[src/rtl/mips_pkg.sv]
// mips_pkg
//   Shared definitions for the five-stage MIPS core: opcode constants, the
//   canonical NOP word, the default reset PC, an instruction field view and
//   register-usage helpers for the opcodes the core implements.
//   This file has no ports; import it with "import mips_pkg::*;".
package mips_pkg;

    localparam logic [5:0] OP_RTYPE = 6'b000000;
    localparam logic [5:0] OP_BEQ   = 6'b000100;
    localparam logic [5:0] OP_LW    = 6'b100011;
    localparam logic [5:0] OP_SW    = 6'b101011;
    localparam logic [5:0] OP_ORI   = 6'b001101;
    localparam logic [5:0] OP_ADDIU = 6'b001001;
    localparam logic [5:0] OP_LUI   = 6'b001111;
    localparam logic [5:0] OP_J     = 6'b000010;
    localparam logic [5:0] OP_JAL   = 6'b000011;

    localparam logic [31:0] NOP              = 32'h0000_0000;
    localparam logic [31:0] DEFAULT_RESET_PC = 32'h0000_3000;

    // Field view of an instruction word; the low half is immediate or
    // rd/shamt/funct depending on the format.
    typedef struct packed {
        logic [5:0]  op;
        logic [4:0]  rs;
        logic [4:0]  rt;
        logic [15:0] low;
    } ins_fields_t;

    // Does the instruction read rs as a source operand?
    function automatic logic uses_rs(input logic [5:0] op);
        case (op)
            OP_RTYPE, OP_BEQ, OP_LW, OP_SW, OP_ORI, OP_ADDIU: uses_rs = 1'b1;
            default:                                          uses_rs = 1'b0;
        endcase
    endfunction

    // Does the instruction read rt as a source operand? For lw/ori/addiu/lui
    // rt is a destination, so it cannot create a load-use dependency.
    function automatic logic uses_rt(input logic [5:0] op);
        case (op)
            OP_RTYPE, OP_BEQ, OP_SW: uses_rt = 1'b1;
            default:                 uses_rt = 1'b0;
        endcase
    endfunction

endpackage

[src/rtl/hazard_detect.sv]
// hazard_detect
//   Combinational load-use hazard detector. Flags when the instruction in ID
//   reads a register that the load currently in ID/EX is about to write.
// Ports:
//   id_ins      in  32  instruction held in IF/ID
//   id_valid    in  1   id_ins is a real instruction
//   ex_memread  in  1   instruction in ID/EX is a load
//   ex_rt       in  5   destination register of the load in ID/EX
//   hazard      out 1   ID must stall one cycle
module hazard_detect
    import mips_pkg::*;
(
    input  logic [31:0] id_ins,
    input  logic        id_valid,
    input  logic        ex_memread,
    input  logic [4:0]  ex_rt,
    output logic        hazard
);

    ins_fields_t f;
    logic        rs_match;
    logic        rt_match;
    logic        unused_low;

    assign f          = id_ins;
    assign unused_low = ^f.low;

    assign rs_match = uses_rs(f.op) && (f.rs == ex_rt);
    assign rt_match = uses_rt(f.op) && (f.rt == ex_rt);

    // $0 is hard-wired to zero, so a load "into" $0 never creates a dependency.
    assign hazard = id_valid && ex_memread && (ex_rt != 5'd0) && (rs_match || rt_match);

endmodule

[src/rtl/if_id_stage.sv]
// if_id_stage
//   IF/ID pipeline register with load-use stall and taken-branch/jump flush,
//   plus saturating stall/flush event counters for debug.
// Ports:
//   clk, rst_n   clock and asynchronous active-low reset
//   if_pc        in  32     PC of the instruction being fetched
//   if_ins       in  32     fetched instruction word
//   br_taken3    in  1      branch taken in EX/MEM
//   jmp3         in  1      jump resolving in EX/MEM
//   ex_memread   in  1      instruction in ID/EX is a load
//   ex_rt        in  5      destination register of the ID/EX instruction
//   id_pc        out 32     registered PC for decode
//   id_ins       out 32     registered instruction for decode
//   id_valid     out 1      id_ins is a real, non-squashed instruction
//   pc_hold      out 1      IFU must not update pc this cycle
//   ex_bubble    out 1      ID/EX must load a NOP this cycle
//   ex_flush     out 1      ID/EX must be squashed (wrong path)
//   stall_cnt    out CNT_W  saturating count of stall cycles
//   flush_cnt    out CNT_W  saturating count of flush events
//
// Control contract: pc_hold, ex_bubble and ex_flush are level signals valid
// for the current cycle only and are computed from registered IF/ID state and
// same-cycle EX/MEM inputs, never from if_ins. The IFU advances its pc on
// every posedge where pc_hold is low; flush always forces pc_hold low so a
// redirect can never be blocked by a stall.
module if_id_stage
    import mips_pkg::*;
#(
    parameter logic [31:0] RESET_PC = DEFAULT_RESET_PC,
    parameter int          CNT_W    = 16
) (
    input  logic             clk,
    input  logic             rst_n,
    input  logic [31:0]      if_pc,
    input  logic [31:0]      if_ins,
    input  logic             br_taken3,
    input  logic             jmp3,
    input  logic             ex_memread,
    input  logic [4:0]       ex_rt,
    output logic [31:0]      id_pc,
    output logic [31:0]      id_ins,
    output logic             id_valid,
    output logic             pc_hold,
    output logic             ex_bubble,
    output logic             ex_flush,
    output logic [CNT_W-1:0] stall_cnt,
    output logic [CNT_W-1:0] flush_cnt
);

    logic [31:0]      id_pc_q,     id_pc_d;
    logic [31:0]      id_ins_q,    id_ins_d;
    logic             id_valid_q,  id_valid_d;
    logic [CNT_W-1:0] stall_cnt_q, stall_cnt_d;
    logic [CNT_W-1:0] flush_cnt_q, flush_cnt_d;

    logic hazard;
    logic flush;
    logic stall;

    hazard_detect u_hazard_detect (
        .id_ins     (id_ins_q),
        .id_valid   (id_valid_q),
        .ex_memread (ex_memread),
        .ex_rt      (ex_rt),
        .hazard     (hazard)
    );

    // Flush has priority: a wrong-path instruction must not stall the pipe.
    assign flush = br_taken3 | jmp3;
    assign stall = hazard & ~flush;

    always_comb begin
        id_pc_d    = id_pc_q;
        id_ins_d   = id_ins_q;
        id_valid_d = id_valid_q;
        if (flush) begin
            // Squash the wrong-path instruction; keep if_pc for debug visibility.
            id_pc_d    = if_pc;
            id_ins_d   = NOP;
            id_valid_d = 1'b0;
        end else if (!hazard) begin
            id_pc_d    = if_pc;
            id_ins_d   = if_ins;
            id_valid_d = 1'b1;
        end
    end

    always_comb begin
        stall_cnt_d = stall_cnt_q;
        flush_cnt_d = flush_cnt_q;
        if (stall && (stall_cnt_q != {CNT_W{1'b1}})) begin
            stall_cnt_d = stall_cnt_q + CNT_W'(1);
        end
        if (flush && (flush_cnt_q != {CNT_W{1'b1}})) begin
            flush_cnt_d = flush_cnt_q + CNT_W'(1);
        end
    end

    always_ff @(posedge clk or negedge rst_n) begin
        if (!rst_n) begin
            id_pc_q     <= RESET_PC;
            id_ins_q    <= NOP;
            id_valid_q  <= 1'b0;
            stall_cnt_q <= '0;
            flush_cnt_q <= '0;
        end else begin
            id_pc_q     <= id_pc_d;
            id_ins_q    <= id_ins_d;
            id_valid_q  <= id_valid_d;
            stall_cnt_q <= stall_cnt_d;
            flush_cnt_q <= flush_cnt_d;
        end
    end

    assign id_pc     = id_pc_q;
    assign id_ins    = id_ins_q;
    assign id_valid  = id_valid_q;
    assign pc_hold   = stall;
    assign ex_bubble = stall;
    assign ex_flush  = flush;
    assign stall_cnt = stall_cnt_q;
    assign flush_cnt = flush_cnt_q;

endmodule
[config.mk]
export PLATFORM = sky130hd
export DESIGN_NAME = if_id_stage
export DESIGN_NICKNAME = d
export VERILOG_FILES = /design/src/rtl/mips_pkg.sv /design/src/rtl/hazard_detect.sv /design/src/rtl/if_id_stage.sv
export SDC_FILE = /design/constraint.sdc
export NUM_CORES = 1
export LEC_CHECK = 0
export ABC_AREA = 1
export BUFFER_PORTS_ARGS = -buffer_cell sky130_fd_sc_hd__buf_2
export CORE_MARGIN = 2
export CORE_UTILIZATION = 34
export DETAILED_ROUTE_END_ITERATION = 7
export SLEW_MARGIN = 20
export SYNTH_ARGS = -nofsm -noshare
export SYNTH_HDL_FRONTEND = slang
export SYNTH_SLANG_ARGS = --single-unit
[constraint.sdc]
create_clock -name clk -period 2.1 [get_ports clk]
set_input_delay 0.42 -clock clk [delete_from_list [all_inputs] [get_ports clk]]
set_output_delay 0.42 -clock clk [all_outputs]
set_load 0.02 [all_outputs]
==> flow_summary.ini <==
[power_and_ir_drop]
power.density_nw_per_um2 = 797
ir_worst_vdd_uv = 426
leakage_nw = 3.35

[worst_setup_path]
startpoint_type = register
cp.arrival_ps = 1590
crit_type = reg2out
r2r-start = id_ins[30]
r2r-end = id_ins[11]
regToRegSetupSlack_ps = 290
worstSetupEndpointType = primary output
cp_max_fo = 4
rr_worst_depth = 11
cp.required_ps = 1680

[logic_synthesis]
synth_enable_flop_cells = 0
synth.top_cell.area_share = 0.536
synth_cells = 526
yosysWarnings = 0
synth_top_area_cell = dfrtp_1
syn_avg_cell_area_sq_um = 8.43
synth_flop_cell = dfrtp_1
synth_common_cells = nand2_1 (231), dfrtp_1 (95), nand3_1 (52), inv_1 (30), nor2_1 (22)
syn-num-nets = 602
async_reset_ff_frac = 1.00
yosys.cell_count.top_type = nand2_1
syn_area_sq_um = 4430
seq_area_frac_synth = 0.548
ys_ff_latch = 97
synth.distinct_cells = 25
synth_area_leaders = dfrtp_1 (54%), nand2_1 (20%), nand3_1 (5.9%), xor2_1 (4.2%), inv_1 (2.5%)

[floorplan]
rows = 41
die_h_um = 118
die_w_um = 118
dieArea_sq_um = 14000
io_pins = 174
coreArea_sq_um = 12700
start_util = 0.350

[sta]
tightest_slew_ps = 463
max_clock_freq_ghz = 0.498
relSlewSlack = 0.689
maxSlewViolCount = 0
tns_ps = 0
hold_violations = 0
finClkSkew_ps = 4.32
setup-violations-final = 0
finalCriticalPeriod_ps = 2010
layout_worst_path_cycle_share = 0.956
rsz0062_at_grt = yes

[detailed_routing]
vias = 4098
first_iter_violations = 184
first_pass_iters = 5
antenna_left = 0
routedWlPerCell_um = 13.3
vias_per_cell = 4.64
drc = 0
wl_mm = 11.8

[placed_design]
io_buffers = 173
placed_cells = 864
dp_hpwl_mm = 8.58
place_congestion = 0.784

[layout]
n_antenna_cell = 0
fin_nets = 783
stdcell_count = 883
fillers = 1278
drive_above_1_share = 0.312
syn2layout_area_growth_pct = 33.2

[clock_network]
root_buffer = clkbuf_16
clk_path_buf_depth = 2
cts_made_buffers = 9
clkSinkCount = 97
insertion_delay_ps = 350
path_clk_slew_ps = 60
cts_tree = yes
cts_max_level = 3

[global_routing]
grt_pass1_wl_mm = 19.4
grt.total_usage = 0.171
first_global_vias = 4031
grt_max_degree = 58
antenna_found_initial = 0
grt-ovfl-total = 0

[flow_run]
cap_violations = 0

[status]
status = finished clean

[worst_hold_path]
hold_path_class = in2async
power by group:
part | total (W) | internal [W] | switching [W] | leakage, nW
Combinational | 0.000726 | 0.000275 | 0.000451 | 1.97
Clock | 0.00182 | 0.00114 | 0.000685 | 0.162
Sequential | 0.00216 | 0.00201 | 0.000151 | 1.22
Total | 0.00471 | 0.00342 | 0.00129 | 3.35
how the worst max path moves through the flow:
stage | cells past startpoint | start | to
2_1_floorplan | 9 | id_ins[27] | pc_hold
3_3_place_gp | 11 | ex_rt[1] | id_ins[21]
3_5_place_dp | 11 | ex_rt[0] | id_ins[10]
4_1_cts | 10 | id_ins[26] | pc_hold
5_1_grt | 8 | id_ins[30] | ex_bubble
6_report | 8 | id_ins[30] | pc_hold
repair_timing:
item,4_1_cts,5_1_grt
pin swaps,0,4
hold buffers,0,0
setup buffers,1,3
gates resized for setup,5,4
setup endpoints to repair,2,3
worst max-delay path, stage by stage (launching register included):
cell and delay, ps:
dfrtp_1 410, nor3_2 210, nand2_1 70, nand2_1 80, nand3_2 90, nand2_4 100
nand2_4 70, inv_6 70, buf_4 130
metal layers:
metal | share of wire | up-vias | global-route usage
met3 | 0.073 | 21 | 0.0449
met1 | 0.45 | 1934 | 0.220
li1 | - | 2000 | -
met2 | 0.45 | 143 | 0.271
met4 | 0.022 | 0 | 0.0745
met5 | 0 | - | 0
cell families (layout without fill, tap and decap cells):
kind of cell | Yosys count | after routing | share of synthesized area
AND/OR/NAND/NOR | 337 | 337 | 0.320
adder cells (fa/ha/maj) | 2 | 2 | 0.00565
AO/OA/AOI/OAI | 5 | 5 | 0.00565
flip-flops | 97 | 97 | 0.548
buffers and inverters | 52 | 237 | 0.0553
XOR/XNOR | 33 | 33 | 0.0652
layout by cell type (no fill, tap or decap), types with 2 or more instances in the layout:
cell and n:
dfstp_2 2, nor2_1 18, nor2_2 8, nand2_1 231, nand4_1 8, buf_12 2, ha_1 2, xor2_1 21
clkbuf_16 9, dfrtp_1 95, nand3_1 51, buf_2 170, inv_1 30, xnor2_1 12, buf_4 18, nor4_1 3
bufinv_16 2, clkbuf_8 3, o21ai_1 2, nor3_1 10, nand3_2 2, o21ai_0 3, nand2_4 2
per-stage QoR:
stage / setup WS, ps / hold slack (ps) / area (sq um) / total power [W] / util
after global routing: -12.2 / 62.9 / 5900 / 0.00492 / 0.466
after floorplan: 151 / 124 / 4430 / 0.00256 / -
after CTS: 6.18 / 49.2 / 5870 / 0.00476 / 0.463
after detailed placement: 156 / 418 / 5520 / 0.00292 / 0.435
after global placement: 235 / 413 / 5520 / 0.00290 / 0.435
final: 91.6 / 46.8 / 5900 / 0.00471 / 0.466
final cells by class:
class / count / area [sq um] / share of cell area
Timing Repair Buffer: 190 / 1030 / 0.174
Clock inverter: 2 / 60.1 / 0.0102
Tap cell: 172 / 215 / 0.0365
Inverter: 32 / 125 / 0.0212
Clock buffer: 13 / 270 / 0.0458
Multi-Input combinational cell: 377 / 1780 / 0.301
Sequential cell: 97 / 2430 / 0.412
registers in the layout, summed over array words and instances (netlist names):
| name | count |
|---|---|
| id_ins | 32 |
| id_pc | 32 |
| stall_cnt | 16 |
| flush_cnt | 16 |
| id_valid | 1 |
(Power assumes the default switching activity.)
